[src/rtl/wr_bridge_pkg.sv]
// Shared definitions for the write-bridge arbiter: FSM encoding, timeout
// response word, bridge address map and the request bundle carried to the bridge.
package wr_bridge_pkg;

   typedef enum logic [1:0] {
      IDLE    = 2'd0,
      ISSUE   = 2'd1,
      RESPOND = 2'd2,
      RELEASE = 2'd3
   } state_t;

   localparam logic [31:0] DEFAULT_TIMEOUT_DATA = 32'hDEAD_BEEF;

   localparam logic [8:0] ADDR_UART_DATA   = 9'h020;
   localparam logic [8:0] ADDR_UART_STATUS = 9'h028;
   localparam logic [8:0] ADDR_FIFO_WRITE  = 9'h100;
   localparam logic [8:0] ADDR_FIFO_STATUS = 9'h144;

   // One master's request as it is latched onto the bridge.
   typedef struct packed {
      logic        read;
      logic        write;
      logic [3:0]  byte_enable;
      logic [8:0]  address;
      logic [31:0] write_data;
   } bus_req_t;

   function automatic logic [15:0] sat_inc16(input logic [15:0] value);
      return (value == 16'hFFFF) ? value : value + 16'd1;
   endfunction

endpackage

[src/rtl/wr_bridge_watchdog.sv]
// Down-counting watchdog: load on issue, count while enabled, expired flags
// the last allowed cycle of a transaction.
module wr_bridge_watchdog #(
   parameter int unsigned CYCLES = 1023
) (
   input  logic clock,
   input  logic nreset,
   input  logic load,
   input  logic enable,
   output logic expired
);

   // Loaded with CYCLES-1 so that expired rises on the CYCLES-th enabled cycle.
   localparam logic [15:0] LOAD_VALUE = 16'(CYCLES - 1);

   logic [15:0] count_reg;

   always_ff @(posedge clock or negedge nreset) begin
      if (!nreset) begin
         count_reg <= '0;
      end else if (load) begin
         count_reg <= LOAD_VALUE;
      end else if (enable && (count_reg != 16'd0)) begin
         count_reg <= count_reg - 16'd1;
      end
   end

   assign expired = (count_reg == 16'd0);

endmodule

[src/rtl/wr_bridge_arbiter.sv]
// Two-master arbiter in front of a single request/acknowledge bridge, with
// round-robin tie-break, ack watchdog and sticky timeout status.
module wr_bridge_arbiter
   import wr_bridge_pkg::*;
#(
   parameter int unsigned TIMEOUT_CYCLES = 1023,
   parameter logic [31:0] TIMEOUT_DATA   = DEFAULT_TIMEOUT_DATA
) (
   input  logic        clock,
   input  logic        nreset,

   input  logic        m0_read,
   input  logic        m0_write,
   input  logic [3:0]  m0_byte_enable,
   input  logic [8:0]  m0_address,
   input  logic [31:0] m0_write_data,
   output logic [31:0] m0_read_data,
   output logic        m0_acknowledge,

   input  logic        m1_read,
   input  logic        m1_write,
   input  logic [3:0]  m1_byte_enable,
   input  logic [8:0]  m1_address,
   input  logic [31:0] m1_write_data,
   output logic [31:0] m1_read_data,
   output logic        m1_acknowledge,

   output logic        s_read,
   output logic        s_write,
   output logic [3:0]  s_byte_enable,
   output logic [8:0]  s_address,
   output logic [31:0] s_write_data,
   input  logic [31:0] s_read_data,
   input  logic        s_acknowledge,

   output logic [1:0]  grant,
   output logic        timeout_error,
   output logic [15:0] timeout_count,
   input  logic        clear_error
);

   state_t      state_reg, state_next;
   logic        last_m1_reg, last_m1_next;
   logic [1:0]  grant_reg, grant_next;
   logic        s_read_reg, s_read_next;
   logic        s_write_reg, s_write_next;
   logic [3:0]  s_byte_enable_reg, s_byte_enable_next;
   logic [8:0]  s_address_reg, s_address_next;
   logic [31:0] s_write_data_reg, s_write_data_next;
   logic [31:0] m0_read_data_reg, m0_read_data_next;
   logic [31:0] m1_read_data_reg, m1_read_data_next;
   logic        m0_ack_reg, m0_ack_next;
   logic        m1_ack_reg, m1_ack_next;
   logic        timeout_error_reg, timeout_error_next;
   logic [15:0] timeout_count_reg, timeout_count_next;

   logic        watchdog_load;
   logic        watchdog_enable;
   logic        watchdog_expired;

   bus_req_t    m0_bus, m1_bus, chosen_bus;
   logic        m0_request, m1_request, pick_m1;
   logic [31:0] response_data;

   assign m0_bus = '{read: m0_read, write: m0_write, byte_enable: m0_byte_enable,
                     address: m0_address, write_data: m0_write_data};
   assign m1_bus = '{read: m1_read, write: m1_write, byte_enable: m1_byte_enable,
                     address: m1_address, write_data: m1_write_data};

   assign m0_request = m0_read | m0_write;
   assign m1_request = m1_read | m1_write;

   // m1 wins only when alone, or on a tie when m0 owned the bus last time.
   assign pick_m1    = m1_request & (~m0_request | ~last_m1_reg);
   assign chosen_bus = pick_m1 ? m1_bus : m0_bus;

   // An ack on the expiry cycle still returns real data.
   assign response_data = s_acknowledge ? s_read_data : TIMEOUT_DATA;

   assign watchdog_enable = (state_reg == ISSUE);

   wr_bridge_watchdog #(
      .CYCLES (TIMEOUT_CYCLES)
   ) u_watchdog (
      .clock   (clock),
      .nreset  (nreset),
      .load    (watchdog_load),
      .enable  (watchdog_enable),
      .expired (watchdog_expired)
   );

   always_comb begin
      state_next         = state_reg;
      last_m1_next       = last_m1_reg;
      grant_next         = grant_reg;
      s_read_next        = s_read_reg;
      s_write_next       = s_write_reg;
      s_byte_enable_next = s_byte_enable_reg;
      s_address_next     = s_address_reg;
      s_write_data_next  = s_write_data_reg;
      m0_read_data_next  = m0_read_data_reg;
      m1_read_data_next  = m1_read_data_reg;
      m0_ack_next        = 1'b0;
      m1_ack_next        = 1'b0;
      timeout_error_next = timeout_error_reg;
      timeout_count_next = timeout_count_reg;
      watchdog_load      = 1'b0;

      if (clear_error) begin
         timeout_error_next = 1'b0;
         timeout_count_next = 16'd0;
      end

      case (state_reg)
         IDLE: begin
            grant_next = 2'b00;
            if (m0_request || m1_request) begin
               // Write takes precedence when a master raises both strobes.
               s_write_next       = chosen_bus.write;
               s_read_next        = chosen_bus.read & ~chosen_bus.write;
               s_byte_enable_next = chosen_bus.byte_enable;
               s_address_next     = chosen_bus.address;
               s_write_data_next  = chosen_bus.write_data;
               grant_next         = pick_m1 ? 2'b10 : 2'b01;
               last_m1_next       = pick_m1;
               watchdog_load      = 1'b1;
               state_next         = ISSUE;
            end
         end

         ISSUE: begin
            if (s_acknowledge || watchdog_expired) begin
               s_read_next        = 1'b0;
               s_write_next       = 1'b0;
               s_byte_enable_next = 4'h0;
               if (grant_reg[1]) begin
                  m1_read_data_next = response_data;
                  m1_ack_next       = 1'b1;
               end else begin
                  m0_read_data_next = response_data;
                  m0_ack_next       = 1'b1;
               end
               if (!s_acknowledge) begin
                  timeout_error_next = 1'b1;
                  timeout_count_next = clear_error ? 16'd1 : sat_inc16(timeout_count_reg);
               end
               state_next = RESPOND;
            end
         end

         RESPOND: begin
            state_next = RELEASE;
         end

         RELEASE: begin
            grant_next = 2'b00;
            state_next = IDLE;
         end

         default: begin
            state_next = IDLE;
         end
      endcase
   end

   always_ff @(posedge clock or negedge nreset) begin
      if (!nreset) begin
         state_reg         <= IDLE;
         last_m1_reg       <= 1'b1;
         grant_reg         <= 2'b00;
         s_read_reg        <= 1'b0;
         s_write_reg       <= 1'b0;
         s_byte_enable_reg <= 4'h0;
         s_address_reg     <= 9'h000;
         s_write_data_reg  <= 32'h0;
         m0_read_data_reg  <= 32'h0;
         m1_read_data_reg  <= 32'h0;
         m0_ack_reg        <= 1'b0;
         m1_ack_reg        <= 1'b0;
         timeout_error_reg <= 1'b0;
         timeout_count_reg <= 16'h0;
      end else begin
         state_reg         <= state_next;
         last_m1_reg       <= last_m1_next;
         grant_reg         <= grant_next;
         s_read_reg        <= s_read_next;
         s_write_reg       <= s_write_next;
         s_byte_enable_reg <= s_byte_enable_next;
         s_address_reg     <= s_address_next;
         s_write_data_reg  <= s_write_data_next;
         m0_read_data_reg  <= m0_read_data_next;
         m1_read_data_reg  <= m1_read_data_next;
         m0_ack_reg        <= m0_ack_next;
         m1_ack_reg        <= m1_ack_next;
         timeout_error_reg <= timeout_error_next;
         timeout_count_reg <= timeout_count_next;
      end
   end

   assign grant          = grant_reg;
   assign s_read         = s_read_reg;
   assign s_write        = s_write_reg;
   assign s_byte_enable  = s_byte_enable_reg;
   assign s_address      = s_address_reg;
   assign s_write_data   = s_write_data_reg;
   assign m0_read_data   = m0_read_data_reg;
   assign m1_read_data   = m1_read_data_reg;
   assign m0_acknowledge = m0_ack_reg;
   assign m1_acknowledge = m1_ack_reg;
   assign timeout_error  = timeout_error_reg;
   assign timeout_count  = timeout_count_reg;

endmodule

[config.mk]
export PLATFORM = sky130hd
export DESIGN_NAME = wr_bridge_arbiter
export DESIGN_NICKNAME = d
export VERILOG_FILES = /design/src/rtl/wr_bridge_pkg.sv /design/src/rtl/wr_bridge_watchdog.sv /design/src/rtl/wr_bridge_arbiter.sv
export SDC_FILE = /design/constraint.sdc
export NUM_CORES = 1
export LEC_CHECK = 0
export CORE_UTILIZATION = 44
export DETAILED_ROUTE_END_ITERATION = 8
export GPL_ROUTABILITY_DRIVEN = 0
export GPL_TIMING_DRIVEN = 0
export PLACE_DENSITY_LB_ADDON = 0.08
export SETUP_SLACK_MARGIN = 0.5
export SKIP_LAST_GASP = 1
export SYNTH_ARGS = -nofsm -noshare
export SYNTH_HDL_FRONTEND = slang
export SYNTH_HIERARCHICAL = 1
export SYNTH_SLANG_ARGS = --single-unit
[constraint.sdc]
create_clock -name clock -period 3.45 [get_ports clock]
set_input_delay 0.345 -clock clock [delete_from_list [all_inputs] [get_ports clock]]
set_output_delay 0.345 -clock clock [all_outputs]
set_load 0.02 [all_outputs]
==> results by stage <==
Pwr:
- The completed layout was analyzed and its total power is approximately 0.0087 W.
- The fraction of power spent switching nets is 0.369.
- The static leakage power is about 4.6 nW.
- The share of power burned in combinational logic is 0.443.
- The internal power component is ~0.0055 W.
- The total power density per cell area is between 800 and 900 mW/mm2.
- Of the total power, the clock network draws 0.229.
- The part of the total power dissipated in sequential elements is 0.328.
- VDD sags by at most approximately 0.00043 V.
- The switching power is around 0.0032 W.

GRT:
- The number of antenna violations at the first check in global routing was 0.
- The via count of the first global-routing pass is approximately 6,400.
- The overall overflow remaining after global route is 0.
- The wire length of the first global-routing pass is approximately 32 mm.
- For this run, the total global-route usage over all layers was measured as 0.252.
- The largest net degree at the start of global routing is 97.

Layout:
- The finished cells cover 0.0105 mm2.
- The final-stage net count is 1,107.
- The layout-stage area growth over the synthesis result is 53.0%.
- The layout cell share with drive strength beyond 1 is 0.0965.
- The final cell count without fillers is 1,172.
- The number of antenna diodes in the final layout is 0.

Timing:
- The least setup slack across all paths after layout is 0.645 ns.
- The aggregate negative setup slack is 0 ns.
- The clock period minus final worst setup slack is ~2.8 ns.
- The transition time of the tightest slew-check pin is 0.566 ns.
- The max-slew violation count came to 0.
- The share of the clock period used by the worst path is 0.813.
- The fmax is 356 MHz.
- The final number of hold-violating endpoints is 0.
- The final number of setup-violating endpoints is 0.
- Measured against its own limit, the worst slew margin works out to 0.619.
- Setup repair after global routing left no endpoint under its margin.
- On the final layout, the worst clock skew is slightly below 0.008 ns.

Clocking:
- Counting along the longest clock path gives a buffer depth of 2.
- In this run the number of H-tree levels came out at 4.
- TritonCTS built the clock tree.
- The clock root buffer is sky130_fd_sc_hd__clkbuf_16.
- The clock buffer count from CTS is 17.
- Clock latency on the worst-skew pair, taken at its later pin, is roughly 0.42 ns.
- The clock-pin slew on the worst setup and hold paths is around 0.06 ns.
- The number of clock sinks is ~150.

Worst setup path:
- The startpoint identified for the worst register-to-register timing path is u_watchdog/count_reg[12].
- The data arrival time of the worst path is between 3 and 4 ns.
- The required arrival time at the worst endpoint is 3.78 ns.
- The most critical setup path has its startpoint at u_watchdog/count_reg[12].
- The endpoint identified for the worst register-to-register timing path is timeout_count[11].
- The most critical setup path has its endpoint at timeout_count[11].
- STA classifies the critical path endpoint as a flop.
- The critical path is of the reg -> reg type.
- The length in cells of the worst reg-to-reg path is 8.
- The worst-case register-to-register setup slack is 0.64 ns.
- The maximum net fanout on the critical path is 7.
- The element type at the critical path start is a flop.

Route:
- The number of vias after detailed routing is between 6,000 and 7,000.
- The number of DRC violations after detailed-routing iteration 0 is 343.
- The number of detailed-route iterations in the first pass is 4.
- The via density per instance is 5.31.
- After detailed routing, the average wire length per cell comes to 16.7 um.
- The detail route stage leaves a number of antenna-violating nets equal to 0.
- In the routed design, unresolved DRC markers number 0.
- The sum of routed wire length over all layers is 19.6 mm.

Synthesis:
- The number of synthesized register bits is 151.
- The library cell with the largest summed area after synthesis is sky130_fd_sc_hd__dfrtp_1.
- The count of flip-flops with a built-in enable after synthesis is 0.
- Of the post-synthesis cell area, the part taken by muxes is 0.0772.
- Of the total synthesized cell area, the portion taken by AND, OR, NAND and NOR gates is 0.182.
- The complex-gate fraction of the synthesized area was 0.142.
- The combinational family with the most area after synthesis is simple AND/OR/NAND/NOR gates.
- The count of yosys warnings during synthesis is 6.
- The synthesized net count is between 800 and 900.
- The area of the mapped netlist is 0.00687 mm2.
- The number of distinct library cells after synthesis is 60.
- The sequential share of the synthesized area is 0.550.
- The cell count after synthesis is 680.
- The fraction of registers with async set/reset is 1.00.
- The post-synthesis share of cell area spent on full adders, half adders and majority gates is 0.0109.
- By area the synthesized netlist is led by sky130_fd_sc_hd__dfrtp_1 (55%), sky130_fd_sc_hd__o21ai_0 (8.7%), sky130_fd_sc_hd__nand2_1 (6.9%), sky130_fd_sc_hd__mux2i_1 (6.9%), sky130_fd_sc_hd__nor2b_1 (3.0%).
- The area share of xor/xnor cells in the synthesized design is 0.00128.
- The fraction of post-synthesis cell area in the top cell type by area is 0.547.
- The predominant post-synthesis flop cell is sky130_fd_sc_hd__dfrtp_1.
- A synthesized cell averages just over 10 um2.

Placed design:
- The post-place instance area is just under 0.01 mm2.
- The number of placed cells counting well taps is around 1,100.
- Once detailed placement completed, the half-perimeter wirelength came to around 15 mm.
- At the placement stage, the worst setup path has a slack of roughly 0.05 ns.
- During placement, the flow inserted port buffers numbering between 200 and 300.

Floorplanning:
- In this run the count of I/O pins placed on the die edge is between 200 and 300.
- The number of standard-cell rows in the floorplan is 45.
- The y dimension of the die is approximately 130 um.
- For this configuration, the core starts out at a cell density of 0.452.
- The die is roughly 130 um wide.
- The full die area is ~0.016 mm2.
- The core area is around 0.015 mm2.

Run status:
- The run finished with clean final reports.

Worst hold path:
- The tightest min-delay check is of the in -> reg type.

Run:
- The number of max-cap violations is 0.
## power by group through the flow
stage	registers (W)	clock network (W)	logic [W]
final	0.00286	0.00200	0.00386
after global routing	0.00294	0.00211	0.00417
after CTS	0.00286	0.00203	0.00389
after detailed placement	0.00287	0	0.00384
after global placement	0.00285	0	0.00376
after floorplan	0.00360	0	0.00115
## cell usage after synthesis (7+ instances only)
cell type                  number
sky130_fd_sc_hd__a21oi_1       21
sky130_fd_sc_hd__buf_2         11
sky130_fd_sc_hd__clkbuf_1      27
sky130_fd_sc_hd__dfrtp_1      150
sky130_fd_sc_hd__inv_1         11
sky130_fd_sc_hd__mux2i_1       47
sky130_fd_sc_hd__nand2_1      127
sky130_fd_sc_hd__nor2_1         7
sky130_fd_sc_hd__nor2b_1       33
sky130_fd_sc_hd__nor4_1         7
sky130_fd_sc_hd__o21ai_0      119
sky130_fd_sc_hd__o31ai_1        7
sky130_fd_sc_hd__or3_1         12
sky130_fd_sc_hd__or4_1         10
## per-layer routing
metal | vias to the layer above | track usage | part of all wire
li1 | 2968 | - | -
met1 | 3011 | 0.301 | 0.41
met2 | 223 | 0.439 | 0.50
met3 | 27 | 0.0628 | 0.065
met4 | 0 | 0.0910 | 0.021
met5 | - | 0 | 0
## cell usage in the layout, fill, tap and decap left out, types with 3 or more instances in the layout
cell,netlist,routed
sky130_fd_sc_hd__a21oi_1,21,21
sky130_fd_sc_hd__o31ai_1,7,7
sky130_fd_sc_hd__nand3b_1,3,3
sky130_fd_sc_hd__mux2i_1,47,47
sky130_fd_sc_hd__nand2_1,127,127
sky130_fd_sc_hd__ha_1,6,5
sky130_fd_sc_hd__clkbuf_16,0,17
sky130_fd_sc_hd__clkinv_2,0,5
sky130_fd_sc_hd__nand4_1,5,5
sky130_fd_sc_hd__dfrtp_1,150,150
sky130_fd_sc_hd__nand2b_1,5,5
sky130_fd_sc_hd__o2bb2ai_1,6,6
sky130_fd_sc_hd__buf_6,3,4
sky130_fd_sc_hd__bufinv_16,0,5
sky130_fd_sc_hd__clkbuf_1,27,22
sky130_fd_sc_hd__inv_1,11,8
sky130_fd_sc_hd__nor3_1,6,6
sky130_fd_sc_hd__nor2_1,7,7
sky130_fd_sc_hd__nor4_2,1,3
sky130_fd_sc_hd__nand3_1,3,3
sky130_fd_sc_hd__buf_2,11,13
sky130_fd_sc_hd__or2_2,4,4
sky130_fd_sc_hd__nor4_1,7,5
sky130_fd_sc_hd__o21ai_0,119,119
sky130_fd_sc_hd__or4_1,10,9
sky130_fd_sc_hd__nor2b_1,33,33
sky130_fd_sc_hd__clkinvlp_4,0,3
sky130_fd_sc_hd__o21ai_1,3,3
sky130_fd_sc_hd__buf_4,2,13
sky130_fd_sc_hd__clkdlybuf4s50_1,0,259
sky130_fd_sc_hd__and3_1,5,5
sky130_fd_sc_hd__or3_1,12,12
## through the flow
step	util	hold WS, ns
floorplan	-	0.0494
global placement	0.638	0.462
detailed placement	0.640	0.339
CTS	0.690	0.328
global route	0.691	0.381
finish	0.691	0.337
## worst max-delay path: stages (launching register included)
cell	delay (ns)
sky130_fd_sc_hd__dfrtp_1	0.43
sky130_fd_sc_hd__or4_1	0.59
sky130_fd_sc_hd__or4_4	0.53
sky130_fd_sc_hd__inv_4	0.09
sky130_fd_sc_hd__and3b_2	0.23
sky130_fd_sc_hd__nand4_1	0.13
sky130_fd_sc_hd__buf_4	0.18
sky130_fd_sc_hd__or4_1	0.39
sky130_fd_sc_hd__a21oi_1	0.15
## how the worst min path moves through the flow
stage                   from                end  slack [ns]  cells after the start
2_1_floorplan         nreset           grant[0]        0.05                      0
3_3_place_gp    s_address[0]       s_address[0]        0.46                      2
3_5_place_dp          nreset  timeout_count[15]        0.34                      1
4_1_cts        s_acknowledge    m0_read_data[9]        0.33                      3
5_1_grt        s_acknowledge   m0_read_data[31]        0.38                      3
6_report       s_acknowledge    m0_read_data[9]        0.34                      3
## layout make-up
cell class / count / area (um2)
multi-input combinational: 475 / 2880
tap: 188 / 235
clock buffer: 18 / 429
timing repair buffer: 272 / 2720
buffer: 43 / 218
clock inverter: 14 / 206
fill: 1165 / 4690
sequential: 151 / 3780
inverter: 11 / 43.8
## what timing repair did
item,4_1_cts,5_1_grt
endpoints found under the hold margin,54,0
hold buffers,1,0
pin swaps,5,1
resized for setup,17,6
setup buffers,9,1
endpoints found under the setup margin,85,47
## cells by family after synthesis
| family | Yosys count |
|---|---|
| and+or+nand+nor | 241 |
| adders and majority gates | 6 |
| buffers and inverters | 54 |
| muxes | 52 |
| AOI/OAI and AO/OA | 175 |
| DFF | 151 |
| xor gates and xnor gates | 1 |
(Power assumes the default switching activity.)
